**config.mk**
```make
export PLATFORM = sky130hd
export DESIGN_NAME = btb_update_ctrl
export DESIGN_NICKNAME = d
export VERILOG_FILES = /design/src/rtl/btb_update_ctrl.sv
export SDC_FILE = /design/constraint.sdc
export NUM_CORES = 1
export LEC_CHECK = 0
export BUFFER_PORTS_ARGS = -buffer_cell sky130_fd_sc_hd__buf_2
export CAP_MARGIN = 5
export CELL_PAD_IN_SITES_DETAIL_PLACEMENT = 1
export CELL_PAD_IN_SITES_GLOBAL_PLACEMENT = 1
export CORE_AREA = 2 2 152 154
export CTS_BUF_LIST = sky130_fd_sc_hd__clkbuf_16
export DETAILED_ROUTE_END_ITERATION = 10
export DIE_AREA = 0 0 154 156
export PLACE_DENSITY_LB_ADDON = 0.1
export SYNTH_ARGS = -nofsm -noshare
export SYNTH_HDL_FRONTEND = slang
export SYNTH_SLANG_ARGS = --single-unit
```
**constraint.sdc**
```tcl
create_clock -name CLK -period 3.51 [get_ports CLK]
set_clock_uncertainty 0.05 [all_clocks]
set_input_delay 0.351 -clock CLK [delete_from_list [all_inputs] [get_ports CLK]]
set_output_delay 0.351 -clock CLK [all_outputs]
set_load 0.01 [all_outputs]
```
**src/rtl/btb_update_ctrl.sv**
```systemverilog
// rtl/btb_update_ctrl.sv - BTB write sequencer: in-order update FIFO plus full-table flush sweep
module btb_update_ctrl #(
  parameter int ENTRIES = 2048,
  parameter int IDX_W   = 11,
  parameter int DEPTH   = 4
) (
  input  logic             CLK,
  input  logic             nRST,
  input  logic             upd_valid,
  input  logic [IDX_W-1:0] upd_index,
  input  logic [31:0]      upd_target,
  output logic             upd_ready,
  input  logic             flush_req,
  output logic             flush_busy,
  output logic             flush_done,
  output logic             lookup_block,
  output logic             btb_wen,
  output logic [IDX_W-1:0] btb_index,
  output logic [31:0]      btb_wdat
);

  localparam int PTR_W = (DEPTH > 1) ? $clog2(DEPTH) : 1;
  localparam int CNT_W = $clog2(DEPTH + 1);

  typedef enum logic [1:0] {IDLE, DRAIN, SWEEP, DONE} state_t;

  state_t           state;
  logic [PTR_W-1:0] wr_ptr;
  logic [PTR_W-1:0] rd_ptr;
  logic [CNT_W-1:0] count;
  logic [IDX_W-1:0] sweep_ctr;
  logic [IDX_W-1:0] idx_mem [DEPTH];
  logic [31:0]      tgt_mem [DEPTH];

  logic full;
  logic empty;
  logic enq;
  logic deq;

  assign full  = (count == CNT_W'(DEPTH));
  assign empty = (count == '0);

  assign upd_ready = (state == IDLE) && !full;
  // Index 0 is reserved, so such updates are acknowledged but never queued.
  assign enq = upd_valid && upd_ready && (upd_index != '0);
  assign deq = ((state == IDLE) || (state == DRAIN)) && !empty;

  assign flush_busy   = (state == DRAIN) || (state == SWEEP);
  assign lookup_block = (state == SWEEP);
  assign flush_done   = (state == DONE);

  always_comb begin
    btb_wen   = 1'b0;
    btb_index = '0;
    btb_wdat  = '0;
    if (state == SWEEP) begin
      btb_wen   = 1'b1;
      btb_index = sweep_ctr;
    end else if (deq) begin
      btb_wen   = 1'b1;
      btb_index = idx_mem[rd_ptr];
      btb_wdat  = tgt_mem[rd_ptr];
    end
  end

  always_ff @(posedge CLK) begin
    if (enq) begin
      idx_mem[wr_ptr] <= upd_index;
      tgt_mem[wr_ptr] <= upd_target;
    end
  end

  always_ff @(posedge CLK or negedge nRST) begin
    if (!nRST) begin
      state     <= IDLE;
      wr_ptr    <= '0;
      rd_ptr    <= '0;
      count     <= '0;
      sweep_ctr <= IDX_W'(1);
    end else begin
      if (enq) wr_ptr <= wr_ptr + PTR_W'(1);
      if (deq) rd_ptr <= rd_ptr + PTR_W'(1);
      case ({enq, deq})
        2'b10:   count <= count + CNT_W'(1);
        2'b01:   count <= count - CNT_W'(1);
        default: count <= count;
      endcase

      case (state)
        IDLE: begin
          if (flush_req) state <= DRAIN;
        end
        DRAIN: begin
          if (empty) state <= SWEEP;
        end
        SWEEP: begin
          // Stop at the last entry and rearm at 1 so entry 0 is never touched.
          if (sweep_ctr == IDX_W'(ENTRIES - 1)) begin
            state     <= DONE;
            sweep_ctr <= IDX_W'(1);
          end else begin
            sweep_ctr <= sweep_ctr + IDX_W'(1);
          end
        end
        DONE: begin
          state <= IDLE;
        end
        default: state <= IDLE;
      endcase
    end
  end

endmodule

```
# [Yosys cells after proc, flatten, opt, wreduce, memory -nomap -nowiden]
# Memories as Yosys holds them, arrays and structs flattened.
# Index checks and enable logic that the tools add are counted.
[totals] elab_cells=49 reg_bits=20 memories=2 mem_bits_rw=172
[op_classes] n_eq_ne=10 mux=14 n_addsub=5 n_reduce_logical=13
[memory_table] name="tgt_mem" depth=4 word_bits=32 read_ports=1 rd_ports_with_merged_regs=0 wr=1 line="33" source="logic [31:0] tgt_mem [DEPTH];"
[memory_table] name="idx_mem" depth=4 word_bits=11 read_ports=1 rd_ports_with_merged_regs=0 wr=1 line="32" source="logic [IDX_W-1:0] idx_mem [DEPTH];"
[ops] op="$mux 32" count=2
[ops] op="$mux 11" count=3
[ops] op="$add 11x1->11 const B" count=1
[ops] op="$eq 11x11->1 const B" count=1
[ops] op="$reduce_bool 11->1" count=1
[ops] op="$pmux 2 s4" count=1
[ops] op="$eq 2x2->1 const B" count=3
[ops] op="$mux 2" count=3
[ops] op="$pmux 3 s2" count=1
[ops] op="$add 2x1->2 const B" count=2
[ops] op="$eq 2x1->1 const B" count=2
[ops] op="$logic_and 1x1->1" count=4
[ops] op="$mux 1" count=4
[ops] op="$ne 2x2->1 const B" count=2
[ops] op="$add 3x1->3 const B" count=1
[ops] op="$eq 3x3->1 const B" count=1
[ops] op="$logic_not 3->1" count=1
[ops] op="$reduce_and 3->1" count=1
[ops] op="$sub 3x1->3 const B" count=1
[ops] op="$logic_not 1->1" count=2
[ops] op="$logic_not 2->1" count=1
[ops] op="$logic_or 1x1->1" count=2
[ops] op="$ne 2x1->1 const B" count=1
[ops] op="$reduce_bool 2->1" count=1

# [Depth between registers and ports, before layout]
# Gate-level depths: netlist of run 1.
[logic_depth] depth_word=7 mapped_depth=13

# [Least setup slack after synthesis of run 1]
# Ideal clock, no wire load.
[synth_timing] path_kind="reg-to-reg" from="register state[0]" to="memory idx_mem[0][0], enable pin" path_stages_with_launch=8 synth_period_minus_slack_ps=2826 t_required_ps=3055 slack_ps=684 arrival_ps=2372 n_path_buf=1 setup_time_ps=405 path_cell_list="dfrtp_1 > inv_1 > ha_1 > inv_1 > a31oi_1 > and3_1 > buf_2 > and2_1"
[synth_via] elab_chain_len=6
[synth_rtl] item="start, declared" line="27" source="state_t state;"
[synth_rtl] item="start signal, assigned" line="75" source="state <= IDLE;"
[synth_rtl] item="start signal, assigned" line="91" source="if (flush_req) state <= DRAIN;"
[synth_rtl] item="start signal, assigned" line="94" source="if (empty) state <= SWEEP;"
[synth_rtl] item="$logic_not 2->1" line="43" source="assign upd_ready = (state == IDLE) && !full;"
[synth_rtl] item="$logic_and 1x1->1" line="43"
[synth_rtl] item="named net upd_ready" line="12" source="output logic upd_ready,"
[synth_rtl] item="$logic_and 1x1->1 (2 in series)" line="45" source="assign enq = upd_valid && upd_ready && (upd_index != '0);"
[synth_rtl] item="$mux 1" line="67" source="if (enq) begin"
[synth_rtl] item="$mux 1 (implied by the code)" line="68" source="idx_mem[wr_ptr] <= upd_index;"
[synth_rtl] item="end, declared" line="32"
# The timed path passes the listed nets, and every way through them passes these cells.

# [Final worst setup path of run 1]
[layout_timing] from="register state[0]" to="output btb_index[1]"
[layout_via] elab_chain_len=5
[layout_rtl] item="$eq 2x1->1 or $logic_not 2->1 (tied branches)" line="46" source="assign deq = ((state == IDLE) || (state == DRAIN)) && !empty;"
[layout_rtl] item="$logic_or 1x1->1" line="46"
[layout_rtl] item="$logic_and 1x1->1" line="46"
[layout_rtl] item="$mux 11" line="59" source="end else if (deq) begin"
[layout_rtl] item="$mux 11 *" line="56" source="if (state == SWEEP) begin"
[layout_rtl] item="end, declared" line="18" source="output logic [IDX_W-1:0] btb_index,"
# Mark *: on every way between the ends. The rest lies on a longest branch, timed or not.

==> flow_summary.yaml, run 1 <==
status:
  outcome: "finished clean"
layout:
  final_common_cell: "edfxtp_1"
  fin_cells: 788
  drive_gt1_frac: 0.372
  nNetsFinal: 549
  final_cell_mix: "edfxtp_1, buf_2, mux4_2"
  areaGrowthSynthToFinish_pct: 18.3
  fill_cells: 2169
  insertedDiodeCount: 0
hold_path:
  worstHoldEndpoint: "tgt_mem[2][8]$_DFFE_PP_"
  holdCritStartpoint: "upd_target[8]"
  min_path_cells: 1
  hold_path.class: "in -> reg"
clock_network:
  cts-root-buf: "clkbuf_16"
  cts_hold_buf: 1
  cts_setup_buffers: 0
  clk_latency_ns: 0.42
  cts_buffers: 17
  clockBufferDepth: 2
  cts_tree: "built"
  cts_sinks: 192
  cts-resized-gates: 0
  clk_pin_slew_ns: 0.08
  htree_levels: 4
die:
  die-area_sq_um: 24000
  dieWidth_um: 154
  die_y_um: 156
  pin_count: 95
  placementRows: 55
  start_util: 0.343
  coreArea_sq_um: 22400
power_and_ir_drop:
  ir_worst_vdd_uv: 302
  p_seq_frac: 0.416
  switchingPower_mw: 2.47
  switching_share: 0.333
  powerDensity_nw_per_um2: 816
  clkPwrFrac: 0.246
  p_int_mw: 4.94
  total_leakage_power_nw: 3.36
  p_comb_frac: 0.339
sta:
  hold_viol: 0
  fmax_mhz: 343
  setup_slack_ns: 0.597
  fin_setup_tns_ns: 0
  max_slew_margin: 0.504
  finalCriticalPeriod_ns: 2.91
  setup_viol: 0
  fin_crit_sh: 0.830
  max_slew.worst_pin.slew_ns: 0.744
  rsz0062_at_grt: "false"
  slew_violations: 0
  whs_ns: 0.0838
synth:
  yosysSeqAreaShare: 0.738
  synth_warnings: 0
  avgSynthCellArea_sq_um: 19.9
  synth_fa_ha_area_frac: 0.0205
  yosys-mux-area-fraction: 0.129
  syn_inst: 386
  synth_compound_area_frac: 0.0205
  synth.largest_area_cell: "edfxtp_1"
  ys_ff_latch: 192
  synth_area_leaders: "edfxtp_1, mux4_2, dfrtp_1, and3_1, ha_1"
  yosys.cell_types.count: 36
  synth_top_family_by_area: "multiplexers"
  synth_fp_nets: 445
  yosys.area_share.simple: 0.0530
  synth_top_area_share: 0.673
  synth_xor_xnor_area_share: 0.0171
  syn_area_sq_um: 7680
global_route:
  grt_max_degree: 44
  grt_pass1_wl_um: 26800
  antenna_found_initial: 0
  overflow: 0
  grt_usage: 0.153
  grt_pass1_vias: 4351
critical_path:
  crit_type: "reg -> out"
  slowest_delay_ns: 0.68
  r2r_setup_slack_ns: 0.91
  rr_worst_depth: 7
  slowest_stage: "nor2_1"
  path_buf_inv: 2
  cp_cell_sequence: "inv_1, ha_1, nor2_1, a22o_1, buf_2"
  cp_top_family: "simple AND/OR/NAND/NOR gates"
  cp-start-kind: "register"
  required_ns: 3.11
  r2r_start: "state[0]$_DFFE_PN0P_"
  r2r_end: "tgt_mem[0][27]$_DFFE_PP_"
  cp_max_fo: 21
  end_kind: "output pin"
  arrival_ns: 2.51
route:
  detail-route-antenna-nets: 0
  dr_total_vias: 3937
  first_iter_violations: 235
  drt-pass1-iter-count: 4
  drc: 0
  avgRoutedWirePerCell_um: 22.1
  wl_um: 17400
  vias_per_cell: 5.00
placement:
  pre_cts_ws_ns: 0.837
  dp.cells: 755
  gp_congestion: 0.690
  io_buffer_count: 94
  hpwl_um: 10700
flow_run:
  maxCapViolCount: 0
synth_stat cells:
cell type and n:
edfxtp_1 172, nor3b_1 1, mux2_2 1, fa_1 1, nand3_1 6, mux2_1 1
xor2_1 8, o2bb2ai_1 1, buf_2 7, ha_1 11, inv_1 10, mux4_2 43
a21oi_1 1, o21ai_0 1, o32a_1 1, nand4_2 1, nand4_1 2, nand2_1 6
nor3_1 2, xnor2_1 7, a31oi_1 1, dfrtp_1 19, clkbuf_1 9, nor4_1 3
and4_1 1, o31a_1 1, inv_2 1, and2_1 4, buf_6 5, o21ai_2 1
dfstp_2 1, and3_1 34, a22o_1 12, nor2_2 1, or3_1 1, nor2_1 9
worst reg2reg max path, stage by stage, from the launching register on:
cell     delay, ns
dfrtp_1       0.41
inv_1         0.12
ha_1          0.20
inv_1         0.07
a31oi_1       0.26
and3_1        0.34
and2_2        0.18
buf_4         0.57
metal layers:
metal | wire [um] | track usage | share of wire
met2 | 9030 | 0.267 | 0.52
met1 | 7680 | 0.193 | 0.44
met4 | 181 | 0.0427 | 0.010
met3 | 546 | 0.0308 | 0.031
met5 | 0 | 0 | 0
per-stage QoR:
step / instance area, sq um / util / total power, mW
floorplan: 7680 / - / 4.74
global placement: 8520 / 0.381 / 5.68
detailed placement: 8520 / 0.381 / 5.73
CTS: 9080 / 0.406 / 7.56
global route: 9080 / 0.406 / 7.85
finish: 9080 / 0.406 / 7.41
layout make-up:
cell class / instances / area (sq um) / share of cell area
multi-input combinational: 162 / 1850 / 0.204
timing repair buffer: 106 / 613 / 0.0675
inverter: 11 / 41.3 / 0.00455
sequential: 192 / 5670 / 0.625
tap: 285 / 357 / 0.0393
clock buffer: 17 / 425 / 0.0468
clock inverter: 15 / 124 / 0.0136
power by group through the flow:
stage	combinational [mW]	sequential [mW]	clock, mW
floorplan	1.80	2.94	0
global placement	2.55	3.13	0
detailed placement	2.58	3.15	0
CTS	2.59	3.10	1.87
global route	2.75	3.14	1.96
finish	2.51	3.08	1.82
worst max-delay path by stage:
stage	end	cells after the start	startpoint
finish	btb_index[1]	5	state[0]$_DFFE_PN0P_
global route	btb_index[1]	5	state[0]$_DFFE_PN0P_
CTS	btb_wdat[12]	4	rd_ptr[0]$_DFFE_PN0N_
detailed placement	tgt_mem[2][19]$_DFFE_PP_	7	state[0]$_DFFE_PN0P_
global placement	tgt_mem[2][19]$_DFFE_PP_	7	state[0]$_DFFE_PN0P_
floorplan	idx_mem[0][0]$_DFFE_PP_	7	state[0]$_DFFE_PN0P_
registers in the layout, indices dropped and copies added, names as in the netlist:
register and cells:
sweep_ctr 11, idx_mem 44, count 3, tgt_mem 128, wr_ptr 2, state 2, rd_ptr 2
cell families after synthesis:
group                      Yosys count
AOI/OAI and AO/OA                   19
DFF                                192
xor gates and xnor gates            15
buffers and inverters               32
and+or+nand+nor                     71
adders and majority gates           12
muxes                               45
Note: power is estimated with default switching activity, not from simulation.
==> run 2, diff against run 1 <==
Clock period 3.51 ns to 2.6 ns, I/O delays scaled along.
==> run 2 against run 1 <==
Net effect:
- via count rose by 4.5%
- count of clock-buffer cells in the layout did not move
- sequential share of layout area fell by 3.7 points
- critical endpoint is now btb_index[0]
- non-clock buffer count rose by 42
- cell area rose by 6.3%
- largest power group unchanged
==> flow_summary.yaml, run 2 (synthesized netlist as in run 1, its figures left out) <==
status:
  outcome: "finished clean"
critical_path:
  end_kind: "output pin"
  r2r_setup_slack_ns: 0.28
  r2r_start: "state[0]$_DFFE_PN0P_"
  cp-start-kind: "register"
  cp_max_fo: 11
  required_ns: 2.29
  crit_type: "reg -> out"
  arrival_ns: 2.14
  crit_start: "state[1]$_DFFE_PN0P_"
  r2r_end: "count[2]$_DFFE_PN0P_"
  rr_worst_depth: 12
global_route:
  grt-busiest-layer: "met2"
  grt_usage: 0.155
  use_met1: 0.199
  grt_pass1_vias: 4663
  grt_pass1_wl_um: 27300
  antenna_found_initial: 0
  met2_usage: 0.265
  overflow: 0
  met3_usage: 0.0319
  grt_max_degree: 39
layout:
  largest_register: "tgt_mem"
  largest_reg_flops: 128
  areaGrowthSynthToFinish_pct: 25.7
  multi_input_area_sq_um: 1870
  regArea_sq_um: 5670
  biggestRegsByFlops: "tgt_mem: 128 flops, idx_mem: 44 flops, sweep_ctr: 11 flops"
  final_area_sq_um: 9650
  nNetsFinal: 591
  insertedDiodeCount: 0
  fin_util: 0.432
  fin_cells: 830
  drive_gt1_frac: 0.369
  final_common_cell: "edfxtp_1"
  final_cell_mix: "edfxtp_1, buf_2, mux4_2"
  fill_cells: 2169
die:
  start_util: 0.343
  die-area_sq_um: 24000
  pin_count: 95
  coreArea_sq_um: 22400
  dieWidth_um: 154
  placementRows: 55
  die_y_um: 156
route:
  drc: 0
  first_iter_violations: 148
  avgRoutedWirePerCell_um: 21.1
  detail-route-antenna-nets: 0
  dr_total_vias: 4113
  vias_per_cell: 4.96
  drt-pass1-iter-count: 6
  wl_um: 17600
sta:
  rsz0062_at_grt: "false"
  slew_violations: 0
  hold_viol: 0
  setup_viol: 0
  max_slew.worst_pin.slew_ns: 0.676
  fmax_mhz: 409
  max_slew_margin: 0.546
  finalCriticalPeriod_ns: 2.45
  whs_ns: 0.0254
  fin_crit_sh: 0.941
  setup_slack_ns: 0.154
  fin_setup_tns_ns: 0
placement:
  post_dp_cell_area_sq_um: 8600
  gp_congestion: 0.715
  hpwl_um: 10700
  dp.cells: 760
  pre_cts_ws_ns: 0.177
  io_buffer_count: 94
clock_network:
  clk_pin_slew_ns: 0.08
  cts_tree: "built"
  cts-root-buf: "clkbuf_16"
  cts_buffers: 17
  clockBufferDepth: 2
  htree_levels: 4
  cts_sinks: 192
  clk_latency_ns: 0.43
hold_path:
  min_path_cells: 1
  worstHoldEndpoint: "idx_mem[0][0]$_DFFE_PP_"
  holdCritStartpoint: "upd_index[0]"
  hold_path.class: "in -> reg"
flow_run:
  maxCapViolCount: 0
power_and_ir_drop:
  power.total_mw: 10.6
  powerDensity_nw_per_um2: 1090
  total_leakage_power_nw: 3.60
  ir_worst_vdd_uv: 534
[run 2: worst max-delay path: stages, from the launching register on]
cell	delay [ns]
dfrtp_1	0.41
inv_1	0.12
ha_1	0.23
o21ai_4	0.11
nor2_2	0.45
a22o_1	0.23
buf_2	0.14
[run 2: worst max-delay path by stage]
stage                                   end  slack, ns  depth (start not counted)
global route                   btb_wdat[31]      0.002                          6
detailed placement     count[2]$_DFFE_PN0P_       0.18                         11
global placement       count[2]$_DFFE_PN0P_       0.25                         11
floorplan           idx_mem[0][0]$_DFFE_PP_       0.23                          7
CTS                            btb_wdat[11]      0.006                          4
finish                         btb_index[0]       0.15                          6
[run 2: area by class of cell]
class | count | area share
well taps | 285 | 0.0369
repair buffers | 148 | 0.111
multi-input cells | 162 | 0.193
clock buffers | 17 | 0.0441
clock inverters | 15 | 0.0228
inverters | 11 | 0.00428
flip-flops and latches | 192 | 0.587
[run 2: timing repair]
item,in CTS,in global routing
gates resized for setup,1,4
buffers inserted,0,2
hold buffers,36,0
endpoints found under the setup margin,11,33
endpoints found under the hold margin,155,0
[run 2: power breakdown]
group / internal [mW] / leakage (nW) / switching [mW] / total (mW)
registers: 3.78 / 1.80 / 0.248 / 4.03
clock network: 1.44 / 0.312 / 1.37 / 2.80
logic: 1.75 / 1.49 / 1.98 / 3.73
total: 6.96 / 3.60 / 3.60 / 10.6
[run 2: metal layers]
layer | wire, um | up-vias
met5 | 0 | -
met4 | 170 | 0
met3 | 634 | 14
met2 | 9010 | 82
met1 | 7740 | 2175
li1 | - | 1842
==> run 3, diff against run 2 <==
Settings changed: CORE_AREA 2 2 152 154 to 2 2 163 165, DIE_AREA 0 0 154 156 to 0 0 165 167.
==> run 3 against run 2 <==
Net effect:
- sequential share of layout area rose by 0.25 points
- critical path depth is 6 higher
- worst hold slack worse by 0.0055 ns
- core utilization fell by 5.9 points
- sequential power is essentially flat
- global-route usage decreased by 1.7 points
- count of clock-buffer cells in the layout did not move
- clock power fell by 8.2%
- sequential cell count stayed put
- largest power group unchanged
- die area up 15%
- critical path type is now in -> reg
==> flow_summary.yaml, run 3 (synthesized netlist as in run 1, its figures left out) <==
status:
  outcome: "finished clean"
placement:
  post_dp_cell_area_sq_um: 8680
  io_buffer_count: 94
  gp_congestion: 0.720
  hpwl_um: 11100
route:
  wl_um: 17900
  vias_per_cell: 4.62
  dr_total_vias: 4047
  first_iter_violations: 211
  drt-pass1-iter-count: 4
  drc: 0
  detail-route-antenna-nets: 0
  avgRoutedWirePerCell_um: 20.4
power_and_ir_drop:
  total_leakage_power_nw: 3.56
  power.total_mw: 10.3
  ir_worst_vdd_uv: 528
  powerDensity_nw_per_um2: 1070
sta:
  rsz0062_at_grt: "false"
  hold_viol: 0
  fin_setup_tns_ns: 0
  max_slew.worst_pin.slew_ns: 0.728
  finalCriticalPeriod_ns: 2.46
  slew_violations: 0
  whs_ns: 0.0199
  fin_crit_sh: 0.945
  max_slew_margin: 0.510
  fmax_mhz: 407
  setup_viol: 0
clock_network:
  cts_setup_buffers: 0
  cts_buffers: 17
  clk_pin_slew_ns: 0.07
  clk_latency_ns: 0.43
  htree_levels: 4
  cts_sinks: 192
  cts-root-buf: "clkbuf_16"
  cts_tree: "built"
  clockBufferDepth: 2
layout:
  areaGrowthSynthToFinish_pct: 25.2
  biggestRegsByFlops: "tgt_mem: 128 flops, idx_mem: 44 flops, sweep_ctr: 11 flops"
  fin_util: 0.373
  final_area_sq_um: 9610
  fill_cells: 2566
  largest_reg_flops: 128
  drive_gt1_frac: 0.364
  nNetsFinal: 588
  largest_register: "tgt_mem"
  insertedDiodeCount: 0
  final_common_cell: "edfxtp_1"
  final_cell_mix: "edfxtp_1, buf_2, mux4_2"
global_route:
  grt_pass1_vias: 4590
  overflow: 0
  grt_pass1_wl_um: 27700
  grt_max_degree: 34
  grt_usage: 0.138
  antenna_found_initial: 0
critical_path:
  crit_type: "in -> reg"
  end_kind: "register"
  arrival_ns: 2.75
  cp_max_fo: 7
  cp-start-kind: "primary input"
  required_ns: 2.89
die:
  dieWidth_um: 165
  die-area_sq_um: 27600
  placementRows: 59
  pin_count: 95
  coreArea_sq_um: 25800
  start_util: 0.298
  die_y_um: 167
hold_path:
  hold_path.class: "in -> reg"
flow_run:
  maxCapViolCount: 0
run 3: cell types whose count changed in the layout (fill, tap and decap cells not counted), moves of 2 or more:
cell / previous run / this run
inv_12: 5 / 0
clkinv_1: 0 / 2
clkinv_8: 3 / 1
dlygate4sd3_1: 36 / 34
inv_6: 2 / 4
run 3: layout make-up:
cell class	instances	area, sq um	share of cell area
Sequential cell	192	5670	0.590
Multi-Input combinational cell	162	1860	0.194
Timing Repair Buffer	145	1050	0.109
Clock buffer	17	425	0.0443
Tap cell	335	419	0.0436
Clock inverter	14	145	0.0151
Inverter	11	41.3	0.00430
run 3: power by group:
group | switching (mW) | internal [mW] | total (mW)
Sequential | 0.239 | 3.78 | 4.02
Combinational | 2.00 | 1.71 | 3.72
Clock | 1.22 | 1.35 | 2.57
run 3: final timing paths:
check / startpoint / end / slack, ns / depth (start not counted)
setup reg to reg: state[0]$_DFFE_PN0P_ / count[2]$_DFFE_PN0P_ / 0.23 / 12
max in group asynchronous: nRST / rd_ptr[0]$_DFFE_PN0N_ / 1.80 / 2
hold / removal: upd_target[26] / tgt_mem[3][26]$_DFFE_PP_ / 0.02 / 1
setup / recovery: upd_index[4] / count[2]$_DFFE_PN0P_ / 0.14 / 12
hold reg to reg: count[2]$_DFFE_PN0P_ / count[2]$_DFFE_PN0P_ / 0.46 / 1
min in group asynchronous: nRST / state[0]$_DFFE_PN0P_ / 0.30 / 2
run 3: stage by stage:
stage	std cells	worst slack, ns
after floorplan	386	0.231
after global placement	811	0.266
after detailed placement	811	0.149
after CTS	876	0.0410
after global routing	876	0.0532
final	876	0.143
run 3: repair_timing:
action                                  4_1_cts  5_1_grt
endpoints found under the hold margin       147        0
gates cloned                                  0        0
resized for setup                             1        5
endpoints found under the setup margin       11       27
hold buffers                                 34        0
run 3: worst max-delay path: stages:
cell           delay, ns
dlygate4sd3_1       0.53
buf_2               0.15
nor4_1              0.28
nand3_1             0.19
and3_4              0.24
inv_1               0.06
ha_1                0.18
inv_1               0.07
fa_1                0.37
xor2_1              0.15
nor2_1              0.11
xor2_1              0.16
run 3: routing by layer:
metal	GRT usage	share of wire
met1	0.184	0.45
met2	0.224	0.50
met3	0.0306	0.034
met4	0.0431	0.011
met5	0	0
